--- src/rtl/mem_arb.sv ---
// Single-port memory arbiter between instruction fetch and data requesters.
// Data has priority; a saturating starvation counter forces fetch through after STARVE_MAX denials.
module mem_arb #(
  parameter int DATA_W     = 32,
  parameter int ADDR_W     = 32,
  parameter int STARVE_MAX = 4
) (
  input  logic              clk,
  input  logic              rst,
  input  logic              i_req,
  input  logic [ADDR_W-1:0] i_addr,
  input  logic              i_kill,
  output logic              i_gnt,
  output logic              i_rvalid,
  output logic [DATA_W-1:0] i_rdata,
  input  logic              d_req,
  input  logic              d_we,
  input  logic [3:0]        d_be,
  input  logic [ADDR_W-1:0] d_addr,
  input  logic [DATA_W-1:0] d_wdata,
  output logic              d_gnt,
  output logic              d_rvalid,
  output logic [DATA_W-1:0] d_rdata,
  output logic [ADDR_W-1:0] addr,
  output logic [DATA_W-1:0] wdata,
  output logic              we,
  output logic [3:0]        be,
  input  logic [DATA_W-1:0] rdata
);

  typedef enum logic [1:0] {
    OWN_NONE = 2'd0,
    OWN_I    = 2'd1,
    OWN_D    = 2'd2
  } owner_t;

  localparam logic [7:0] STARVE_LIM = 8'(STARVE_MAX);

  logic [7:0] starve_cnt_r;
  owner_t     rd_owner_r;
  logic       i_rvalid_r;
  logic       d_rvalid_r;
  logic       i_gnt_s;
  logic       d_gnt_s;

  // Grant selection: a starved fetch beats data, otherwise data beats fetch.
  always_comb begin
    i_gnt_s = 1'b0;
    d_gnt_s = 1'b0;
    if (rst) begin
      i_gnt_s = 1'b0;
      d_gnt_s = 1'b0;
    end else if (i_req && (starve_cnt_r == STARVE_LIM)) begin
      i_gnt_s = 1'b1;
    end else if (d_req) begin
      d_gnt_s = 1'b1;
    end else if (i_req) begin
      i_gnt_s = 1'b1;
    end else begin
      i_gnt_s = 1'b0;
      d_gnt_s = 1'b0;
    end
  end

  // Memory port mux driven by the winning requester.
  always_comb begin
    addr  = '0;
    wdata = '0;
    we    = 1'b0;
    be    = 4'b0000;
    if (d_gnt_s) begin
      addr  = d_addr;
      wdata = d_wdata;
      we    = d_we;
      be    = d_we ? d_be : 4'b1111;
    end else if (i_gnt_s) begin
      addr  = i_addr;
      wdata = '0;
      we    = 1'b0;
      be    = 4'b1111;
    end else begin
      addr  = '0;
      wdata = '0;
      we    = 1'b0;
      be    = 4'b0000;
    end
  end

  // Starvation counter, read-ownership tracking and response valid flops.
  always_ff @(posedge clk) begin
    if (rst) begin
      starve_cnt_r <= 8'd0;
      rd_owner_r   <= OWN_NONE;
      i_rvalid_r   <= 1'b0;
      d_rvalid_r   <= 1'b0;
    end else begin
      if (i_gnt_s || !i_req) begin
        starve_cnt_r <= 8'd0;
      end else if (starve_cnt_r < STARVE_LIM) begin
        starve_cnt_r <= starve_cnt_r + 8'd1;
      end else begin
        starve_cnt_r <= starve_cnt_r;
      end
      if (i_gnt_s) begin
        rd_owner_r <= OWN_I;
        i_rvalid_r <= 1'b1;
        d_rvalid_r <= 1'b0;
      end else if (d_gnt_s && !d_we) begin
        rd_owner_r <= OWN_D;
        i_rvalid_r <= 1'b0;
        d_rvalid_r <= 1'b1;
      end else begin
        rd_owner_r <= OWN_NONE;
        i_rvalid_r <= 1'b0;
        d_rvalid_r <= 1'b0;
      end
    end
  end

  assign i_gnt = i_gnt_s;
  assign d_gnt = d_gnt_s;
  // A killed fetch or a reset in the response cycle swallows the in-flight response.
  assign i_rvalid = i_rvalid_r && (rd_owner_r == OWN_I) && !i_kill && !rst;
  assign d_rvalid = d_rvalid_r && !rst;
  assign i_rdata  = rdata;
  assign d_rdata  = rdata;

endmodule

--- config.mk ---
export PLATFORM = sky130hd
export DESIGN_NAME = mem_arb
export DESIGN_NICKNAME = d
export VERILOG_FILES = /design/src/rtl/mem_arb.sv
export SDC_FILE = /design/constraint.sdc
export NUM_CORES = 1
export LEC_CHECK = 0
export CORE_AREA = 2 2 106 108
export DETAILED_ROUTE_END_ITERATION = 8
export DIE_AREA = 0 0 108 110
export SYNTH_ARGS = -nofsm -noshare
export SYNTH_HDL_FRONTEND = slang
export SYNTH_SLANG_ARGS = --single-unit
--- constraint.sdc ---
create_clock -name clk -period 1.5 [get_ports clk]
set_input_delay 0.225 -clock clk [delete_from_list [all_inputs] [get_ports clk]]
set_output_delay 0.225 -clock clk [all_outputs]
set_load 0.02 [all_outputs]
==> impl_metrics.tcl <==
set metrics [dict create \
    outcome "finished, violations left" \
    failed_checks "negative setup slack" \
    slowest_stage "o31a_4" \
    placed_area_mm2 0.00328 \
    grt_max_degree 47 \
    worstSetupEndpoint "addr[1]" \
    synth.ff_latch_count 10 \
    clkSinkCount 10 \
    syn_area_per_cell_um2 8.02 \
    ir_drop_v 0.000274 \
    synth.largest_area_cell "buf_4" \
    synth_area_leaders "buf_4, a32o_1, and2_1, dfxtp_1, buf_6" \
    final_area_mm2 0.00343 \
    die_area_mm2 0.0119 \
    synth.most_common_cell "buf_4" \
    maxSlewViolCount 0 \
    ctsHtreeMaxLevel 1 \
    numPortBuffers 178 \
    cp_max_fo 29 \
    nFillCells 1129 \
    grt_pass1_vias 1900 \
    cts_buffer_depth 2 \
    fmax_mhz 470 \
    ys_seq_area_share_pct 12.7 \
    final_core_util_pct 32.1 \
    p_leak_nw 1.64 \
    setup_ws_ns -0.629 \
    hold_viol 0 \
    drv_cap 0 \
    first_iter_violations 45 \
    worst_hold_startpoint "rdata[16]" \
    grt_antenna_before_repair 0 \
    cts_tree "yes" \
    r2r_cells 6 \
    dp_slack_ns -0.895 \
    start_util_pct 14.7 \
    netlist_area_mm2 0.00157 \
    hold_class "input pin to output port" \
    slew_headroom_pct 70.6 \
    synth_ff_type "dfxtp_1" \
    ioPinCount 275 \
    core-area_mm2 0.0107 \
    hpwl_um 6130 \
    grt_usage_pct 11.5 \
    finalCriticalPeriod_ns 2.13 \
    post-place-cells 455 \
    syn_nets 336 \
    startpoint_type "flop" \
    finalClockSkew_ns 0.00172 \
    critPathLaunch "starve_cnt_r[0]" \
    routed_wl_um 7660 \
    drive_gt1_share_pct 52.9 \
    cp_cell_sequence "inv_2 -> ha_4 -> nand4bb_4 -> o31a_4 -> buf_12 -> a32o_2 -> buf_6" \
    end_kind "output port" \
    numCtsBuffers 3 \
    ys_warn_count 0 \
    arrival_ns 1.90 \
    synth-edff-count 0 \
    syn2layout_area_growth_pct 118 \
    clk_pin_slew_ns 0.05 \
    postRouteAntennaNets 0 \
    grt.overflow.total 0 \
    vias 1877 \
    grt_pass1_wl_um 10600 \
    ys_async_sr_fraction_pct 0 \
    nets 468 \
    antennaDiodeCount 0 \
    powerDensity_mw_per_mm2 434 \
    r2r_setup_slack_ns -0.06 \
    gp_congestion 0.711 \
    multi_input_area_um2 965 \
    timing.final.crit_share_pct 142 \
    remaining_drc_errors 0 \
    viasPerCell 4.02 \
    synthTopCellsByCount "buf_4, and2_1, a32o_1" \
    power_mw 1.49 \
    wl_per_cell_um 16.4 \
    rsz0062_at_grt "yes" \
    seqCellArea_um2 201 \
    drt_first_pass_iters 4 \
    syn_inst 196 \
    die_x_um 108 \
    regToRegStartpoint "starve_cnt_r[0]" \
    cp.required_ns 1.27 \
    r2r-end "starve_cnt_r[3]" \
    root_buffer "clkbuf_8" \
    critPathKind "flop to output port" \
    setup_viol 75 \
    ys_types 25 \
    dieHeight_um 110 \
    worst_slew_pin_slew_ns 0.437 \
    synth_top_area_share_pct 30.6 \
    crit_path_max_incr_delay_ns 0.41 \
    instances_no_fill 467 \
    clk_latency_ns 0.24 \
    rows 38 \
]
-- power breakdown --
part | leakage [nW] | internal, mW | total, mW | switching, mW
logic | 1.53 | 0.538 | 0.883 | 0.345
clock network | 0.0288 | 0.230 | 0.334 | 0.103
registers | 0.0814 | 0.270 | 0.273 | 0.00252
total | 1.64 | 1.04 | 1.49 | 0.451
-- sequential cells by signal, summed over array words and instances (netlist names) --
name	count
rd_owner_r	2
starve_cnt_r	8
-- through the flow --
| step | hold slack [ns] | TNS [ns] |
|---|---|---|
| 3_5_place_dp | 0.450 | -61.49 |
| 3_3_place_gp | 0.450 | -58.64 |
| 6_report | 0.450 | -40.16 |
| 5_1_grt | 0.450 | -45.10 |
| 2_1_floorplan | 0.297 | -12.00 |
| 4_1_cts | 0.450 | -41.46 |
-- routing by layer --
layer / GRT usage, % / wire length (um)
met4: 1.92 / 66
met5: 0 / 0
met2: 23.5 / 4340
met3: 3.35 / 655
met1: 11.7 / 2610
-- area by class of cell --
class,instances,area share (%)
clock buffers,4,1.60
inverters,3,0.328
multi-input cells,103,28.1
flip-flops and latches,10,5.87
well taps,140,5.11
repair buffers,207,59.0
-- how the worst min path moves through the flow --
stage,end,depth (start not counted)
2_1_floorplan,rd_owner_r[1],1
3_3_place_gp,d_rdata[7],0
3_5_place_dp,d_rdata[7],0
4_1_cts,d_rdata[7],0
5_1_grt,d_rdata[31],0
6_report,d_rdata[16],0
-- cells by family after synthesis --
| group | after synthesis | synth area share, % |
|---|---|---|
| flops | 10 | 12.7 |
| fa+ha+maj | 2 | 1.59 |
| compound gates | 44 | 26.0 |
| buf+inv | 83 | 37.3 |
| simple gates | 57 | 22.4 |
-- cells in the final DEF (no fill, tap or decap) --
cell,count
inv_2,2
clkbuf_8,4
a32o_2,32
buf_2,24
nor4b_4,1
a31oi_1,1
ha_1,1
dlymetal6s2s_1,1
nor2_1,2
dfxtp_1,9
buf_4,25
a21o_1,2
a22o_1,4
dfxtp_2,1
o211ai_1,1
clkdlybuf4s15_1,1
nor2_4,1
o31a_4,1
and2_4,25
or3_4,1
buf_6,45
a21oi_1,2
o21ai_4,1
nand3_1,2
and2_1,9
nand2b_1,4
and2_2,1
ha_4,1
and3_1,5
nand4bb_4,1
clkdlybuf4s50_1,104
inv_1,1
clkbuf_16,1
nor2b_1,3
buf_12,6
nor3_1,2
-- worst max-delay path: cells and delay by family, from the launching register on --
| family | cells | cell delay [ns] |
|---|---|---|
| AND/OR/NAND/NOR | 1 | 0.13 |
| adder cells (fa/ha/maj) | 1 | 0.14 |
| AO/OA/AOI/OAI | 2 | 0.66 |
| flip-flops | 1 | 0.32 |
| buffers and inverters | 3 | 0.38 |
-- what timing repair did --
item,4_1_cts,5_1_grt
pin swaps,1,7
gates resized for setup,321,77
gates cloned,0,3
setup buffers,0,5
hold buffers,0,0
endpoints found under the setup margin,78,78
(Power assumes the default switching activity.)
